$ cat src/rtl/fxp_avg_addsub_if.sv
`default_nettype none
// ============================================================================
//  Module   : fxp_avg_addsub_if
//  Purpose  : Operand-side and result-side handshake bundle for the
//             averaging add/sub producer stage.
//  Revision : 1.0  initial release
// ============================================================================
interface fxp_avg_addsub_if #(
    parameter int DATA_WIDTH = 64,
    parameter int LANES_MAX  = DATA_WIDTH / 8
);
    logic                  in_valid;
    logic                  in_ready;
    logic [DATA_WIDTH-1:0] vs2;
    logic [DATA_WIDTH-1:0] vs1;
    logic [1:0]            sew;
    logic                  is_signed;
    logic                  is_sub;
    logic                  out_valid;
    logic                  out_ready;
    logic [DATA_WIDTH-1:0] avg_out;
    logic [LANES_MAX-1:0]  rbit_out;
    logic [1:0]            sew_out;

    // Producer of operand beats / consumer of results
    modport master (
        output in_valid, vs2, vs1, sew, is_signed, is_sub, out_ready,
        input  in_ready, out_valid, avg_out, rbit_out, sew_out
    );

    // The averaging stage itself
    modport slave (
        input  in_valid, vs2, vs1, sew, is_signed, is_sub, out_ready,
        output in_ready, out_valid, avg_out, rbit_out, sew_out
    );
endinterface
`default_nettype wire

$ cat src/rtl/fxp_avg_addsub.sv
`default_nettype none
// ============================================================================
//  Module   : fxp_avg_addsub
//  Purpose  : Two-stage valid/ready pipeline producing, per element lane, the
//             halved (w+1)-bit sum/difference and the shifted-out LSB that
//             the rounding stage uses to apply vxrm.
//  Revision : 1.0  initial release
// ============================================================================
module fxp_avg_addsub #(
    parameter int DATA_WIDTH = 64,
    parameter int LANES_MAX  = DATA_WIDTH / 8
) (
    input  wire logic          clk,
    input  wire logic          rst,      // asynchronous, active-low
    fxp_avg_addsub_if.slave    bus
);

    // ------------------------------------------------------------------
    // Handshake
    // ------------------------------------------------------------------
    logic                  s1_valid;
    logic [DATA_WIDTH-1:0] s1_vs2;
    logic [DATA_WIDTH-1:0] s1_vs1;
    logic [1:0]            s1_sew;
    logic                  s1_signed;
    logic                  s1_sub;
    logic                  s2_advance;
    logic                  s1_advance;

    assign s2_advance   = !bus.out_valid || bus.out_ready;
    assign s1_advance   = !s1_valid || s2_advance;
    assign bus.in_ready = s1_advance;

    // S1 occupancy; cleared asynchronously so in-flight beats are dropped
    always_ff @(posedge clk or negedge rst) begin
        if (!rst) begin
            s1_valid <= 1'b0;
        end else if (s1_advance) begin
            s1_valid <= bus.in_valid;
        end
    end

    // S1 operand/control capture on every accepted beat (no reset needed)
    always_ff @(posedge clk) begin
        if (s1_advance && bus.in_valid) begin
            s1_vs2    <= bus.vs2;
            s1_vs1    <= bus.vs1;
            s1_sew    <= bus.sew;
            s1_signed <= bus.is_signed;
            s1_sub    <= bus.is_sub;
        end
    end

    // ------------------------------------------------------------------
    // Per-width lane arithmetic. All four element widths are computed in
    // parallel and the one matching the beat's sew is selected; keeping
    // each width in its own lane array guarantees carries never cross
    // lane boundaries.
    // ------------------------------------------------------------------
    genvar k, l, j;
    for (k = 0; k < 4; k++) begin : g_sew
        localparam int W = 8 << k;
        localparam int N = DATA_WIDTH / W;

        logic [DATA_WIDTH-1:0] avg;
        logic [N-1:0]          rb;
        logic [LANES_MAX-1:0]  rb_spread;

        for (l = 0; l < N; l++) begin : g_lane
            logic [W:0] a;
            logic [W:0] b;
            logic [W:0] r;
            // One extra bit makes the sum/difference exact for both signednesses
            assign a = {s1_signed & s1_vs2[l*W + W - 1], s1_vs2[l*W +: W]};
            assign b = {s1_signed & s1_vs1[l*W + W - 1], s1_vs1[l*W +: W]};
            assign r = s1_sub ? (a - b) : (a + b);
            assign avg[l*W +: W] = r[W:1];
            assign rb[l]         = r[0];
        end

        // Round bit sits at the byte index of the lane's least-significant byte
        for (j = 0; j < LANES_MAX; j++) begin : g_spread
            if ((j % (1 << k)) == 0) begin : g_rb
                assign rb_spread[j] = rb[j >> k];
            end else begin : g_zero
                assign rb_spread[j] = 1'b0;
            end
        end
    end

    logic [DATA_WIDTH-1:0] avg_next;
    logic [LANES_MAX-1:0]  rbit_next;

    // Select the result for the element width carried by the S1 beat
    always_comb begin
        avg_next  = g_sew[0].avg;
        rbit_next = g_sew[0].rb_spread;
        case (s1_sew)
            2'd1: begin
                avg_next  = g_sew[1].avg;
                rbit_next = g_sew[1].rb_spread;
            end
            2'd2: begin
                avg_next  = g_sew[2].avg;
                rbit_next = g_sew[2].rb_spread;
            end
            2'd3: begin
                avg_next  = g_sew[3].avg;
                rbit_next = g_sew[3].rb_spread;
            end
            default: ;
        endcase
    end

    // S2 output register; holds stable while downstream stalls
    always_ff @(posedge clk or negedge rst) begin
        if (!rst) begin
            bus.out_valid <= 1'b0;
            bus.avg_out   <= '0;
            bus.rbit_out  <= '0;
            bus.sew_out   <= 2'd0;
        end else if (s2_advance) begin
            bus.out_valid <= s1_valid;
            if (s1_valid) begin
                bus.avg_out  <= avg_next;
                bus.rbit_out <= rbit_next;
                bus.sew_out  <= s1_sew;
            end
        end
    end

endmodule
`default_nettype wire
$ cat src/flat_wrapper.sv
// flat-port wrapper written by rule: the top's interface ports become plain ports
module fxp_avg_addsub_flat 
#(
    parameter int DATA_WIDTH = 64,
    parameter int LANES_MAX  = DATA_WIDTH / 8
)
  (clk, rst, bus_in_valid, bus_vs2, bus_vs1, bus_sew, bus_is_signed, bus_is_sub, bus_out_ready, bus_in_ready, bus_out_valid, bus_avg_out, bus_rbit_out, bus_sew_out);
  fxp_avg_addsub_if #(.DATA_WIDTH(DATA_WIDTH), .LANES_MAX(LANES_MAX)) bus_i ();
  input  wire logic clk;
  input  wire logic rst;
  input wire logic [$bits(bus_i.in_valid)-1:0] bus_in_valid;
  input wire logic [$bits(bus_i.vs2)-1:0] bus_vs2;
  input wire logic [$bits(bus_i.vs1)-1:0] bus_vs1;
  input wire logic [$bits(bus_i.sew)-1:0] bus_sew;
  input wire logic [$bits(bus_i.is_signed)-1:0] bus_is_signed;
  input wire logic [$bits(bus_i.is_sub)-1:0] bus_is_sub;
  input wire logic [$bits(bus_i.out_ready)-1:0] bus_out_ready;
  output wire logic [$bits(bus_i.in_ready)-1:0] bus_in_ready;
  output wire logic [$bits(bus_i.out_valid)-1:0] bus_out_valid;
  output wire logic [$bits(bus_i.avg_out)-1:0] bus_avg_out;
  output wire logic [$bits(bus_i.rbit_out)-1:0] bus_rbit_out;
  output wire logic [$bits(bus_i.sew_out)-1:0] bus_sew_out;
  assign bus_i.in_valid = bus_in_valid;
  assign bus_i.vs2 = bus_vs2;
  assign bus_i.vs1 = bus_vs1;
  assign bus_i.sew = bus_sew;
  assign bus_i.is_signed = bus_is_signed;
  assign bus_i.is_sub = bus_is_sub;
  assign bus_i.out_ready = bus_out_ready;
  assign bus_in_ready = bus_i.in_ready;
  assign bus_out_valid = bus_i.out_valid;
  assign bus_avg_out = bus_i.avg_out;
  assign bus_rbit_out = bus_i.rbit_out;
  assign bus_sew_out = bus_i.sew_out;
  fxp_avg_addsub #(.DATA_WIDTH(DATA_WIDTH), .LANES_MAX(LANES_MAX)) u_core (.clk(clk), .rst(rst), .bus(bus_i));
endmodule
$ cat config.mk
export PLATFORM = sky130hd
export DESIGN_NAME = fxp_avg_addsub_flat
export DESIGN_NICKNAME = d
export VERILOG_FILES = /design/src/rtl/fxp_avg_addsub_if.sv /design/src/rtl/fxp_avg_addsub.sv /design/src/flat_wrapper.sv
export SDC_FILE = /design/constraint.sdc
export NUM_CORES = 1
export LEC_CHECK = 0
export ABC_AREA = 1
export BUFFER_PORTS_ARGS = -buffer_cell sky130_fd_sc_hd__buf_2
export CORE_MARGIN = 4
export CORE_UTILIZATION = 35
export DETAILED_ROUTE_END_ITERATION = 12
export SETUP_SLACK_MARGIN = 0.05
export SLEW_MARGIN = 0
export SYNTH_ARGS = -nofsm -noshare
export SYNTH_HDL_FRONTEND = slang
export SYNTH_SLANG_ARGS = --single-unit
export TNS_END_PERCENT = 20
$ cat constraint.sdc
create_clock -name clk -period 5.5 [get_ports clk]
set_input_delay 0.275 -clock clk [delete_from_list [all_inputs] [get_ports clk]]
set_output_delay 0.275 -clock clk [all_outputs]
set_load 0.02 [all_outputs]
-- Word level (Yosys, flattened, before mapping)
Cells that the tools add are included.
- $add $sub $neg: 30
- equal/unequal tests: 3
- muxes and demuxes: 17
- bitwise gates (word level): 16
- reduce and logical (&&, ||, !) cells: 6
- operators with widths (operator ; count):
    $pmux W64 S3 ; 1
    $add A9 B9 Y9 ; 8
    $mux W9 ; 8
    $sub A9 B9 Y9 ; 8
    $add A17 B17 Y17 ; 4
    $mux W17 ; 4
    $sub A17 B17 Y17 ; 4
    $add A33 B33 Y33 ; 2
    $mux W33 ; 2
    $sub A33 B33 Y33 ; 2
    $add A65 B65 Y65 ; 1
    $mux W65 ; 1
    $sub A65 B65 Y65 ; 1
    $pmux W8 S3 ; 1
    $and A1 B1 Y1 ; 16
    $eq A2 B2 Y1 const B ; 2
    $eq A2 B1 Y1 const B ; 1
    $logic_not A1 Y1 ; 2
    $logic_or A1 B1 Y1 ; 2
    $reduce_and A2 Y1 ; 1
    $logic_and A1 B1 Y1 ; 1
- register bits after elaboration: 208
- input port bits: 136

-- Depth between registers and ports, before layout
- depth after elaboration: 4
- gate-level depth with buffers: 26
- depth with buffers taken out: 26

-- Least setup slack after synthesis
Ideal clock, no wire load.
- path type: reg2reg
- start point: reg u_core.bus.out_valid
- end point: reg u_core.s1_sew[0] (enable)
- library setup time: 0.485 ns
- data arrival time: 3.393 ns
- data required time: 5.015 ns
- path slack: 1.622 ns
- cell stages (with the launch flop): 4
- period minus slack after synthesis: 3.878 ns
- path through: dfrtp_1 > nand3_1 > nand2_1 > inv_1
- word-level cells in the longest chain between the ends: 4
- ends and longest elaborated chain (what ; line ; source):
    from (decl) ; fxp_avg_addsub_if.sv:34 ; output in_ready, out_valid, avg_out, rbit_out, sew_out
    from (signal assigned) ; fxp_avg_addsub.sv:123 ; bus.out_valid <= s1_valid;
    $logic_not A1 Y1 ; fxp_avg_addsub.sv:30 ; assign s2_advance = !bus.out_valid || bus.out_ready;
    $logic_or A1 B1 Y1 ; fxp_avg_addsub.sv:30 ;
    $logic_or A1 B1 Y1 ; fxp_avg_addsub.sv:31 ; assign s1_advance = !s1_valid || s2_advance;
    net bus_in_ready ; flat_wrapper.sv:18 ; output wire logic [$bits(bus_i.in_ready)-1:0] bus_in_ready;
    $logic_and A1 B1 Y1 ; fxp_avg_addsub.sv:45 ; if (s1_advance && bus.in_valid) begin
    to (signal assigned) ; fxp_avg_addsub.sv:48 ; s1_sew <= bus.sew;
    to (decl) ; fxp_avg_addsub.sv:24 ; logic [1:0] s1_sew;
The timed path passes the listed nets, and every way through them passes these cells.
A chain may end at the register's enable or synchronous reset.

-- Final worst setup path
- start point: reg u_core.s1_vs1[40]
- end point: reg u_core.bus.avg_out[58]
- word-level cells in the longest chain between the ends: 3
- elaborated cells between the ends (all ways): 7
- those cells by class: 4 x add/sub; 3 x mux
- ends and longest elaborated chain (what ; line ; source):
    from (decl) ; fxp_avg_addsub.sv:23 ; logic [DATA_WIDTH-1:0] s1_vs1;
    from (signal assigned) ; fxp_avg_addsub.sv:47 ; s1_vs1 <= bus.vs1;
    $add A65 B65 Y65 (tied with other cells) ; fxp_avg_addsub.sv:76 ; assign r = s1_sub ? (a - b) : (a + b);
    $mux W65 or $mux W33 (tied branches) ; fxp_avg_addsub.sv:76 ;
    $pmux W64 S3 (*) ; fxp_avg_addsub.sv:98 ; case (s1_sew)
    to (signal assigned) ; fxp_avg_addsub.sv:125 ; bus.avg_out <= avg_next;
    to (decl) ; fxp_avg_addsub_if.sv:34 ;
Mark *: on every way between the ends. The rest lies on a longest branch, timed or not.

==> results_tabular.tex <==
\begin{tabular}{lr}
\hline
Metric & Value \\
\hline
\multicolumn{2}{l}{\textbf{Die}} \\
\quad DIE WIDTH & $\sim$260 um \\
\quad Boundary pin count & $\sim$210 \\
\quad Die footprint & around 70000 um2 \\
\quad Area of the core region & 63500 um2 \\
\quad Std-Cell Rows & 92 \\
\quad Effective utilization at floorplan & 35.6\% \\
\quad Die Height & approximately 260 um \\
\multicolumn{2}{l}{\textbf{Power and ir drop}} \\
\quad Overall power after layout & 8.41 mW \\
\quad Leakage power & between 10 and 15 nW \\
\quad Pwr/cell area & approximately 310 nW/um2 \\
\quad Max VDD drop & approximately 0.35 mV \\
\multicolumn{2}{l}{\textbf{Placed design}} \\
\quad Final HPWL from detailed placement & around 78000 um \\
\quad Number of buffers inserted by port buffering & about 210 \\
\quad Gpl congestion & 1.04 \\
\multicolumn{2}{l}{\textbf{Logic synthesis}} \\
\quad Biggest area consumer among synthesized cells & nand2\_1 \\
\quad Net count of the mapped netlist & just under 4000 \\
\quad Synth top area share & roughly 19\% \\
\quad Main area contributors after synthesis & nand2\_1 19\%, edfxtp\_1 18\%, inv\_1 10\%, ha\_1 9.3\%, dfrtp\_1 8.4\% \\
\quad Most frequent cell after synthesis & nand2\_1 \\
\quad Synth warnings & 0 \\
\quad Number of synthesized flops with an enable pin & 132 \\
\quad Post-synthesis register bit count & about 210 \\
\quad Number of instances in the synthesized netlist & $\sim$3500 \\
\quad Proportion of register bits with asynchronous set or reset after synthesis & $\sim$37\% \\
\quad Cell area after synthesis & about 23000 um2 \\
\quad Most instantiated cells after synthesis & 1160 x nand2\_1, 615 x inv\_1, 299 x nor2\_1 \\
\quad Portion of the post-synthesis area used by sequential elements & between 20\% and 30\% \\
\quad Mean instance size in the synthesized netlist & between 6 and 7 um2 \\
\quad Synth Flop Type & edfxtp\_1 \\
\quad Distinct cells, synth & between 50 and 60 \\
\multicolumn{2}{l}{\textbf{Cells and area}} \\
\quad Storage element area & 5870 um2 \\
\quad Number of nets in the layout & between 4000 and 5000 \\
\quad Footprint of the multi-input gates & 14100 um2 \\
\quad Number of fill cells in the layout & between 6000 and 7000 \\
\quad Layout cell share with drive strength beyond 1 & between 10\% and 20\% \\
\quad Post-synthesis to final-layout area growth & 19.2\% \\
\multicolumn{2}{l}{\textbf{Timing}} \\
\quad Accumulated negative setup slack & 0 ns \\
\quad Setup repair after global routing missed its margin & false \\
\quad Measured slew at the worst slew-check pin & between 1 and 1.5 ns \\
\quad Upper clock frequency limit & between 0.2 and 0.25 GHz \\
\quad Number of max-slew violations in the final report & 0 \\
\quad Worst slew slack as a fraction of its limit & between 20\% and 30\% \\
\quad Final cycle utilization of the critical path & between 70\% and 80\% \\
\quad Final setup fails & 0 \\
\quad Total count of hold-check failures in the final report & 0 \\
\quad Time the final worst path needs with I/O delays and setup & between 4 and 5 ns \\
\quad Layout Skew & slightly below 0.02 ns \\
\multicolumn{2}{l}{\textbf{Routing}} \\
\quad First-pass iteration count of the detailed router & 10 \\
\quad DR DRC count & 0 \\
\quad Antenna Violating Nets Remaining & 0 \\
\quad First DRT Iteration DRCs & about 2300 \\
\quad Average wire length per cell after detail routing & between 15 and 20 um \\
\quad Wire length after detailed routing & 95000 um \\
\quad Vias per inst & 5.07 \\
\quad Detailed-route via count & approximately 24000 \\
\multicolumn{2}{l}{\textbf{GRT}} \\
\quad Number of global-route vias before repair & between 20000 and 25000 \\
\quad Total congestion overflow after global routing & 0 \\
\quad Combined global-route utilization of all metal layers & about a quarter \\
\quad Maximum number of pins on one net before global-route repair & 67 \\
\quad Global-route wire length before repair & around 140000 um \\
\quad Antenna violations before repair & 5 \\
\multicolumn{2}{l}{\textbf{Run}} \\
\quad Max-cap violations & 0 \\
\multicolumn{2}{l}{\textbf{Clock tree}} \\
\quad Setup repair bufs after CTS & 0 \\
\quad Number of gates given a new drive strength after cts & 0 \\
\quad Clock sinks & 208 \\
\quad CTS Root Buffer Type & clkbuf\_16 \\
\quad Cts bufs inserted & 28 \\
\quad Clock buffer depth & 3 \\
\quad Clock latency at the later pin of the worst-skew pair & 0.61 ns \\
\quad Number of H-tree levels & 1 \\
\quad TritonCTS clock tree & built \\
\quad Clock edge transition at the registers on the reported setup and hold paths & around 0.070 ns \\
\quad Number of buffers inserted for hold repair after clock tree synthesis & around 140 \\
\multicolumn{2}{l}{\textbf{Worst setup path}} \\
\quad Critical-path maximum fanout & 5 \\
\quad Category of the most critical setup path & reg2reg \\
\quad WP data arrival & 4.92 ns \\
\quad Element type at the critical path end & register \\
\quad Startpoint type of the worst setup path & register \\
\quad Data required time of the critical path & slightly above 6 ns \\
\multicolumn{2}{l}{\textbf{Outcome}} \\
\quad Outcome & completed \\
\multicolumn{2}{l}{\textbf{Min path}} \\
\quad Worst min path class & in2async \\
\hline
\end{tabular}
-- area by class of cell --
class                           instances  share of cell area, %
Tap cell                              846                   3.92
Inverter                              633                   8.82
Clock buffer                           30                   2.66
Sequential cell                       208                   21.7
Timing Repair Buffer                  363                   9.40
Clock inverter                         22                   1.02
Multi-Input combinational cell       2651                   52.4
Antenna cell                            2                 0.0185
-- layout by cell type (no fill, tap or decap), types with 9 or more instances in the layout --
cell type	synthesis	final
o21bai_1	15	15
buf_2	25	210
or2_2	15	15
o21ai_1	10	10
xnor2_1	40	40
inv_1	615	612
nand3b_1	25	25
nand2_2	29	29
ha_1	168	168
nor2_2	21	23
nor3_1	26	26
edfxtp_1	132	132
inv_2	17	19
dlygate4sd3_1	0	135
o21ai_0	159	159
nand4_1	17	17
clkbuf_16	0	28
buf_4	1	18
a21oi_1	210	210
xor2_1	140	140
nor2_1	299	297
o31ai_1	11	11
nor4_1	9	9
nand3_1	196	196
a31oi_1	10	10
nand2_1	1160	1159
dfrtp_1	76	76
nor2_4	14	14
-- path summary, 6_finish.rpt --
kind                            cells after the start                                 end                               start  slack, ns
worst min register to register                      2  u_core.bus.avg_out[44]$_DFFE_PN0P_  u_core.bus.avg_out[44]$_DFFE_PN0P_       0.48
worst max-delay path                               22  u_core.bus.avg_out[58]$_DFFE_PN0P_         u_core.s1_vs1[40]$_DFFE_PP_       1.11
max in group asynchronous                           3  u_core.bus.avg_out[26]$_DFFE_PN0P_                                 rst       4.12
worst min-delay path                                2  u_core.bus.avg_out[52]$_DFFE_PN0P_                                 rst       0.22
worst max register to register                     22  u_core.bus.avg_out[58]$_DFFE_PN0P_         u_core.s1_vs1[40]$_DFFE_PP_       1.11
min in group clk                                    3         u_core.s1_vs2[10]$_DFFE_PP_                        bus_in_valid       0.25
-- per-stage QoR --
step | cells | cell area (um2) | worst slack (ns) | utilization (%) | hold slack, ns
4_1_cts | 4753 | 27000 | 1.26 | 42.5 | 0.217
6_report | 4755 | 27000 | 1.11 | 42.5 | 0.224
5_1_grt | 4753 | 27000 | 0.893 | 42.5 | 0.249
3_5_place_dp | 4566 | 24600 | 1.28 | 38.8 | 0.312
3_3_place_gp | 4566 | 24600 | 1.21 | 38.8 | 0.312
2_1_floorplan | 3545 | 22600 | 1.62 | - | -0.0206
-- critical path: stages, from the launching register on --
cell      delay (ns)
edfxtp_1        0.50
inv_1           0.20
ha_1            0.24
inv_1           0.08
nor3_1          0.23
inv_1           0.14
o41ai_1         0.44
nand2_1         0.20
xor2_1          0.25
inv_1           0.08
ha_1            0.39
nand2_1         0.14
nor2_1          0.20
nand2_1         0.10
a21oi_1         0.15
nor2_1          0.07
nand3_1         0.08
nand2_1         0.06
nor2_1          0.24
nor2_1          0.09
nand2_1         0.26
nand2_1         0.10
nand2_1         0.07
-- routing by layer --
| metal | global-route usage (%) | up-vias | routed length, um | share of wire [%] |
|---|---|---|---|---|
| li1 | - | 11878 | - | - |
| met1 | 38.3 | 11107 | 43500 | 46 |
| met2 | 40.4 | 947 | 40000 | 42 |
| met3 | 4.41 | 158 | 8330 | 8.8 |
| met4 | 7.66 | 0 | 3170 | 3.3 |
| met5 | 0 | - | 0 | 0 |
-- cells by family (layout without fill, tap and decap cells) --
| kind of cell | Yosys count | after routing | share of synthesized area [%] |
|---|---|---|---|
| other | 0 | 2 | 0 |
| AOI/OAI and AO/OA | 448 | 448 | 10.8 |
| buffers and inverters | 686 | 1048 | 11.6 |
| and+or+nand+nor | 1845 | 1845 | 34.5 |
| xor gates and xnor gates | 182 | 182 | 7.11 |
| DFF | 208 | 208 | 25.9 |
| adders and majority gates | 176 | 176 | 9.99 |
-- where the power goes --
part / total [mW] / internal, mW / switching [mW] / leakage [nW]
clock: 1.97 / 1.15 / 0.821 / 0.481
combinational: 4.15 / 1.34 / 2.80 / 11.5
sequential: 2.29 / 1.98 / 0.302 / 2.18
total: 8.41 / 4.48 / 3.93 / 14.2
-- sequential cells by signal, summed over array words and instances (netlist names) --
name / count
u_core.bus.avg_out: 64
u_core.bus.sew_out: 2
u_core.s1_valid: 1
u_core.s1_sew: 2
u_core.s1_signed: 1
u_core.bus.out_valid: 1
u_core.s1_vs1: 64
u_core.s1_vs2: 64
u_core.s1_sub: 1
u_core.bus.rbit_out: 8
Power figures use the tool's default switching activity.
